<file path="src/rtl/dds_dac_spi_sched_if.sv">
// Bus bundle between the DDS sample sources and the DAC SPI scheduler.
// master: the DDS datapath and register-bank side. slave: the scheduler.
interface dds_dac_spi_sched_if #(
    parameter int unsigned NCH = 4,
    parameter int unsigned DW  = 16
);
    logic              out_en;
    logic [NCH-1:0]    req_valid;
    logic [NCH*DW-1:0] req_data;
    logic [NCH-1:0]    req_ready;
    logic              cs_n;
    logic              sclk;
    logic              dout;
    logic              da_clr;
    logic              busy;
    logic              frame_done;

    modport master (
        output out_en, req_valid, req_data,
        input  req_ready, cs_n, sclk, dout, da_clr, busy, frame_done
    );

    modport slave (
        input  out_en, req_valid, req_data,
        output req_ready, cs_n, sclk, dout, da_clr, busy, frame_done
    );
endinterface

</file>
<file path="src/rtl/dds_dac_spi_sched.sv">
// Round-robin scheduler and SPI frame sequencer for the shared DDS DAC.
// Grants one sample source per frame and shifts {CMD, ADDR, DATA} out MSB first
// (CPOL=0, data changes on the falling edge, DAC samples on the rising edge).
// Optional build macro DDS_SCHED_CH0_PRIO_EN: channel 0 gets strict priority,
// channels 1..NCH-1 stay round-robin among themselves.
module dds_dac_spi_sched #(
    parameter int unsigned NCH     = 4,
    parameter int unsigned DW      = 16,
    parameter int unsigned CLK_DIV = 2,
    parameter int unsigned CS_GAP  = 2,
    parameter logic [3:0]  CMD     = 4'b0011
) (
    input  logic               s_axi_aclk,
    input  logic               s_axi_aresetn,
    dds_dac_spi_sched_if.slave bus
);

`ifdef DDS_SCHED_CH0_PRIO_EN
    localparam bit PRIO = 1'b1;
`else
    localparam bit PRIO = 1'b0;
`endif

    localparam int unsigned PW   = (NCH > 1) ? $clog2(NCH) : 1;
    localparam int unsigned FW   = 8 + DW;
    localparam int unsigned BW   = $clog2(FW);
    localparam int unsigned CMAX = (CLK_DIV > CS_GAP) ? CLK_DIV : CS_GAP;
    localparam int unsigned CW   = $clog2(CMAX + 1);
    localparam logic [CW-1:0] DIV_LAST = CW'(CLK_DIV - 1);
    localparam logic [CW-1:0] GAP_LAST = CW'(CS_GAP - 1);
    localparam logic [BW-1:0] BIT_LAST = BW'(FW - 1);

    typedef enum logic [1:0] {IDLE, LOAD, SHIFT, GAP} state_t;

    state_t          state, state_d;
    logic [PW-1:0]   rr_ptr, rr_ptr_d;
    logic [FW-1:0]   frame, frame_d;
    logic [CW-1:0]   cnt, cnt_d;
    logic [BW-1:0]   bit_cnt, bit_cnt_d;
    logic            tail, tail_d;
    logic [NCH-1:0]  ready_q, ready_d;
    logic            cs_n_q, cs_n_d;
    logic            sclk_q, sclk_d;
    logic            dout_q, dout_d;
    logic            da_clr_q, da_clr_d;
    logic            busy_q, busy_d;
    logic            fd_q, fd_d;

    logic            found;
    logic [PW-1:0]   gnt, idx, ptr_nxt;
    logic            can_grant;
    int unsigned     sum;

    // Pick the first eligible requester at or after rr_ptr, wrapping modulo NCH.
    always_comb begin
        found = 1'b0;
        gnt   = '0;
        idx   = '0;
        sum   = 0;
        if (PRIO && bus.req_valid[0]) begin
            found = 1'b1;
        end
        for (int unsigned i = 0; i < NCH; i++) begin
            sum = int'(rr_ptr) + i;
            if (sum >= NCH) sum = sum - NCH;
            idx = PW'(sum);
            if (!found && !(PRIO && idx == '0) && bus.req_valid[idx]) begin
                found = 1'b1;
                gnt   = idx;
            end
        end
        sum = int'(gnt) + 1;
        if (PRIO && gnt == '0)
            ptr_nxt = rr_ptr;
        else
            ptr_nxt = (sum >= NCH) ? '0 : PW'(sum);
        can_grant = bus.out_en && found;
    end

    // Next-state and next-output logic; every output is registered below.
    always_comb begin
        state_d   = state;
        rr_ptr_d  = rr_ptr;
        frame_d   = frame;
        cnt_d     = cnt;
        bit_cnt_d = bit_cnt;
        tail_d    = tail;
        ready_d   = '0;
        cs_n_d    = cs_n_q;
        sclk_d    = sclk_q;
        dout_d    = dout_q;
        fd_d      = 1'b0;
        case (state)
            IDLE: begin
                if (can_grant) begin
                    state_d      = LOAD;
                    ready_d[gnt] = 1'b1;
                    frame_d      = {CMD, 4'(gnt), bus.req_data[int'(gnt)*DW +: DW]};
                    rr_ptr_d     = ptr_nxt;
                end
            end
            LOAD: begin
                state_d   = SHIFT;
                cs_n_d    = 1'b0;
                sclk_d    = 1'b0;
                dout_d    = frame[FW-1];
                frame_d   = frame << 1;
                cnt_d     = '0;
                bit_cnt_d = '0;
                tail_d    = 1'b0;
            end
            SHIFT: begin
                // One trailing sclk-low cycle after the last bit holds cs_n low.
                if (tail) begin
                    state_d = GAP;
                    cs_n_d  = 1'b1;
                    sclk_d  = 1'b0;
                    dout_d  = 1'b0;
                    fd_d    = 1'b1;
                    cnt_d   = '0;
                end else if (cnt == DIV_LAST) begin
                    cnt_d = '0;
                    if (!sclk_q) begin
                        sclk_d = 1'b1;
                    end else begin
                        sclk_d = 1'b0;
                        if (bit_cnt == BIT_LAST) begin
                            tail_d = 1'b1;
                        end else begin
                            bit_cnt_d = bit_cnt + 1'b1;
                            dout_d    = frame[FW-1];
                            frame_d   = frame << 1;
                        end
                    end
                end else begin
                    cnt_d = cnt + 1'b1;
                end
            end
            GAP: begin
                // Arbitration also runs on the last gap cycle so a pending request
                // goes straight to LOAD, giving a 1+(1+48*CLK_DIV)+CS_GAP period.
                if (cnt == GAP_LAST) begin
                    if (can_grant) begin
                        state_d      = LOAD;
                        ready_d[gnt] = 1'b1;
                        frame_d      = {CMD, 4'(gnt), bus.req_data[int'(gnt)*DW +: DW]};
                        rr_ptr_d     = ptr_nxt;
                    end else begin
                        state_d = IDLE;
                    end
                end else begin
                    cnt_d = cnt + 1'b1;
                end
            end
            default: state_d = IDLE;
        endcase
        busy_d = (state_d != IDLE);
        if (bus.out_en)
            da_clr_d = 1'b0;
        else if (state_d == IDLE)
            da_clr_d = 1'b1;
        else
            da_clr_d = da_clr_q;
    end

    // State and output registers; reset returns the DAC pins to idle immediately.
    always_ff @(posedge s_axi_aclk or negedge s_axi_aresetn) begin
        if (!s_axi_aresetn) begin
            state    <= IDLE;
            rr_ptr   <= '0;
            frame    <= '0;
            cnt      <= '0;
            bit_cnt  <= '0;
            tail     <= 1'b0;
            ready_q  <= '0;
            cs_n_q   <= 1'b1;
            sclk_q   <= 1'b0;
            dout_q   <= 1'b0;
            da_clr_q <= 1'b1;
            busy_q   <= 1'b0;
            fd_q     <= 1'b0;
        end else begin
            state    <= state_d;
            rr_ptr   <= rr_ptr_d;
            frame    <= frame_d;
            cnt      <= cnt_d;
            bit_cnt  <= bit_cnt_d;
            tail     <= tail_d;
            ready_q  <= ready_d;
            cs_n_q   <= cs_n_d;
            sclk_q   <= sclk_d;
            dout_q   <= dout_d;
            da_clr_q <= da_clr_d;
            busy_q   <= busy_d;
            fd_q     <= fd_d;
        end
    end

    assign bus.req_ready  = ready_q;
    assign bus.cs_n       = cs_n_q;
    assign bus.sclk       = sclk_q;
    assign bus.dout       = dout_q;
    assign bus.da_clr     = da_clr_q;
    assign bus.busy       = busy_q;
    assign bus.frame_done = fd_q;

endmodule

</file>
<file path="src/flat_wrapper.sv">
// flat-port wrapper written by rule: the top's interface ports become plain ports
module dds_dac_spi_sched_flat 
#(
    parameter int unsigned NCH     = 4,
    parameter int unsigned DW      = 16,
    parameter int unsigned CLK_DIV = 2,
    parameter int unsigned CS_GAP  = 2,
    parameter logic [3:0]  CMD     = 4'b0011
)
  (s_axi_aclk, s_axi_aresetn, bus_out_en, bus_req_valid, bus_req_data, bus_req_ready, bus_cs_n, bus_sclk, bus_dout, bus_da_clr, bus_busy, bus_frame_done);
  dds_dac_spi_sched_if #(.NCH(NCH), .DW(DW)) bus_i ();
  input  logic s_axi_aclk;
  input  logic s_axi_aresetn;
  input wire logic [$bits(bus_i.out_en)-1:0] bus_out_en;
  input wire logic [$bits(bus_i.req_valid)-1:0] bus_req_valid;
  input wire logic [$bits(bus_i.req_data)-1:0] bus_req_data;
  output wire logic [$bits(bus_i.req_ready)-1:0] bus_req_ready;
  output wire logic [$bits(bus_i.cs_n)-1:0] bus_cs_n;
  output wire logic [$bits(bus_i.sclk)-1:0] bus_sclk;
  output wire logic [$bits(bus_i.dout)-1:0] bus_dout;
  output wire logic [$bits(bus_i.da_clr)-1:0] bus_da_clr;
  output wire logic [$bits(bus_i.busy)-1:0] bus_busy;
  output wire logic [$bits(bus_i.frame_done)-1:0] bus_frame_done;
  assign bus_i.out_en = bus_out_en;
  assign bus_i.req_valid = bus_req_valid;
  assign bus_i.req_data = bus_req_data;
  assign bus_req_ready = bus_i.req_ready;
  assign bus_cs_n = bus_i.cs_n;
  assign bus_sclk = bus_i.sclk;
  assign bus_dout = bus_i.dout;
  assign bus_da_clr = bus_i.da_clr;
  assign bus_busy = bus_i.busy;
  assign bus_frame_done = bus_i.frame_done;
  dds_dac_spi_sched #(.NCH(NCH), .DW(DW), .CLK_DIV(CLK_DIV), .CS_GAP(CS_GAP), .CMD(CMD)) u_core (.s_axi_aclk(s_axi_aclk), .s_axi_aresetn(s_axi_aresetn), .bus(bus_i));
endmodule
</file>
<file path="config.mk">
export PLATFORM = sky130hd
export DESIGN_NAME = dds_dac_spi_sched_flat
export DESIGN_NICKNAME = d
export VERILOG_FILES = /design/src/rtl/dds_dac_spi_sched_if.sv /design/src/rtl/dds_dac_spi_sched.sv /design/src/flat_wrapper.sv
export SDC_FILE = /design/constraint.sdc
export NUM_CORES = 1
export LEC_CHECK = 0
export CAP_MARGIN = 40
export CELL_PAD_IN_SITES_DETAIL_PLACEMENT = 0
export CELL_PAD_IN_SITES_GLOBAL_PLACEMENT = 1
export CORE_UTILIZATION = 39
export DETAILED_ROUTE_END_ITERATION = 10
export GPL_TIMING_DRIVEN = 0
export PLACE_DENSITY_LB_ADDON = 0.1
export REMOVE_ABC_BUFFERS = 1
export SYNTH_ARGS = -nofsm -noshare
export SYNTH_HDL_FRONTEND = slang
export SYNTH_SLANG_ARGS = --single-unit
</file>
<file path="constraint.sdc">
create_clock -name s_axi_aclk -period 2.93 [get_ports s_axi_aclk]
set_input_delay 0.586 -clock s_axi_aclk [delete_from_list [all_inputs] [get_ports s_axi_aclk]]
set_output_delay 0.586 -clock s_axi_aclk [all_outputs]
set_load 0.02 [all_outputs]
</file>
==> out/results.txt <==
Flop-to-flop setup slack -> 320 ps
Global route overflow -> 0
Initial cell density of the core -> 41.05%
Final Cycle Share -> 95.27%
Clock tree buffer depth -> 2
Post-synthesis cell area -> 2850 um2
Ports -> 81
CTS clk-pin slew, worst paths -> 90 ps
VDD IR max -> 0.0003827 V
Syn Area/Cell -> 9.533 um2
H-tree levels -> 2
Buf/Inv on CP -> 3
Die area -> 7655 um2
P per Cell Area -> 904.2 nW/um2
Post-route cell area -> 3887 um2
Core area -> 6944 um2
Crit-path slowest cell -> clkdlybuf4s50_1
Max-slew headroom -> 42.47%
FP Rows -> 30
Crit. path cell count -> 8
Buffers on Ports -> 80
Global-route usage over all layers -> 20.33%
Post-route ant nets -> 0
Largest stage delay, worst path -> 560 ps
Vias in the first global route -> 2,433
Delay-heaviest family, CP -> buffers and inverters
Top post-synthesis cells by area -> dfrtp_1 (39%), mux2i_1 (5.6%), o21ai_0 (4.7%)
Max-Cap Viols -> 0
Top-count cell post-synth -> dfrtp_1
Pin count of the biggest net entering global routing -> 53
Actual slew at the worst max-slew pin -> 863.0 ps
WS Path Type -> primary input to register
Synth cell count leaders -> dfrtp_1 (44), nand2_1 (29), o21ai_0 (27)
Routed WL -> 7376 um
Clock Skew -> 4.089 ps
WL per Instance -> 15.66 um
Crit end category -> register
TritonCTS clock tree -> done
Vias/cell -> 5.344
Crit path from -> bus_req_valid[1]
Initial DRC Count -> 135
Setup bufs post-CTS -> 0
Main synth FF type -> dfrtp_1
Gp weighted congestion -> 0.7816
Area delta synth->final -> 36.39%
First-pass GRT wire length -> 11,990 um
Async SR Flop Fraction -> 100.0%
Status -> finished clean
Footprint of the multi-input gates -> 1584 um2
CP arrival -> 2980 ps
Setup WS post-layout -> 138.6 ps
Final #Nets -> 453
DRC viols -> 0
Antenna cells -> 0
RSZ-0062 raised after global routing -> no
Vias -> 2,517
Hold_buf cts -> 0
RR Endpoint -> u_core.frame[7]
Netlist cell types -> 48
Fin. Hold Viols -> 0
Initial antenna violation count -> 0
Fmax -> 358.2 MHz
Die Y -> 87.49 um
Post-synthesis cell count -> 299
Register area -> 1154 um2
DR pass1 iterations -> 4
Tmin final -> 2791 ps
Clock Latency Late Sink -> 300 ps
Max-slew violations -> 0
LEAKAGE -> 1.614 nW
Critical-path cell list -> clkdlybuf4s50_1 > nor2_1 > nor4b_4 > buf_6 > nor2_4 > inv_2 > ha_1 > mux2_2
Post-synth top area share -> 38.63%
Final setup viols -> 0
Synthesized flop and latch total -> 46
Critical Path Fanout Max -> 19
R2R cell count -> 7
Reg2reg start -> u_core.state[1]
Layout cells sized above 1 -> 8.267%
Die X -> 87.49 um
Dpl hpwl -> 5072 um
DP Area -> 3769 um2
Required time worst endpoint -> 3120 ps
Yosys warnings -> 0
Number of synthesized flops with an enable pin -> 0
Filler cells -> 624
Worst slack, placed -> -361.1 ps
Dominant cell type by area after synthesis -> dfrtp_1
Tot Pwr -> 3.515 mW
Sequential-to-total area share from yosys stat -> 40.47%
Total CTS buffers -> 5
Setup TNS -> 0 ps
Root Driver -> clkbuf_8
Hold Crit Class -> primary input to asynchronous set/reset pin
CTS Sinks -> 46
Startpoint types -> primary input
Setup crit end -> u_core.rr_ptr[1]
-- metal layers --
layer | vias up | part of all wire, % | global-route usage, %
li1 | 1249 | - | -
met1 | 1190 | 49 | 28.91
met2 | 69 | 45 | 31.75
met3 | 9 | 4.9 | 2.938
met4 | 0 | 1.4 | 6.557
met5 | - | 0 | 0
-- cell type report --
type	instances	area share (%)
clock buffer	5	1.770
clock inverter	3	1.030
inverter	9	0.8690
multi-input combinational	225	40.75
sequential	46	29.68
tap	96	3.090
timing repair buffer	87	22.82
-- state kept, by name (all words and copies together) (netlist names) --
register,flops
u_core.cnt,2
u_core.rr_ptr,2
u_core.state,2
u_core.bus.req_ready,4
u_core.frame,24
u_core.tail,1
u_core.bus.sclk,1
u_core.bus.da_clr,1
u_core.bus.cs_n,1
u_core.bus.dout,1
u_core.bus.busy,1
u_core.bus.frame_done,1
u_core.bit_cnt,5
-- repair_timing --
item / 4_1_cts / 5_1_grt
gates cloned: 0 / 0
hold endpoints to repair: 0 / 0
gates resized for setup: 1 / 1
endpoints found under the setup margin: 1 / 1
-- cells in the final DEF, fill, tap and decap left out, drive strengths merged, types with 6 or more instances in the layout --
master	n
nor2b	8
mux2i	16
buf	8
o221ai	15
ha	8
a211oi	16
and2	19
nor2	15
a21oi	6
nor3b	15
inv	9
dfrtp	44
a22o	7
clkdlybuf4s50	79
nand2	29
nand3	9
o21ai	29
-- cell families (layout without fill, tap and decap cells) --
| group | Yosys count | after routing | share of synthesized area, % |
|---|---|---|---|
| adders and majority gates | 8 | 8 | 3.512 |
| xor gates and xnor gates | 3 | 3 | 0.9220 |
| muxes | 18 | 18 | 6.541 |
| and+or+nand+nor | 106 | 106 | 21.29 |
| AOI/OAI and AO/OA | 90 | 90 | 22.52 |
| buffers and inverters | 28 | 104 | 4.741 |
| DFF | 46 | 46 | 40.47 |
-- stage by stage --
step                      std cells  hold WS (ps)  utilization, %
after global placement          456         449.3           52.85
after global routing            471         170.8           55.98
after CTS                       471         160.9           55.91
final                           471         155.2           55.98
after detailed placement        463         454.7           54.27
after floorplan                 280         290.4               -
-- how the worst min path moves through the flow --
stage | slack, ps | endpoint
2_1_floorplan | 290 | u_core.bit_cnt[0]
3_3_place_gp | 450 | u_core.bus.da_clr
3_5_place_dp | 450 | u_core.bus.da_clr
4_1_cts | 160 | u_core.bus.frame_done
5_1_grt | 170 | u_core.bus.frame_done
6_report | 160 | u_core.bus.frame_done
-- where the power goes --
part | internal (mW) | switching [mW]
sequential | 0.872 | 0.131
combinational | 0.881 | 1.16
clock | 0.251 | 0.224
total | 2.00 | 1.51
No activity file was read; power rests on OpenSTA's default activity.
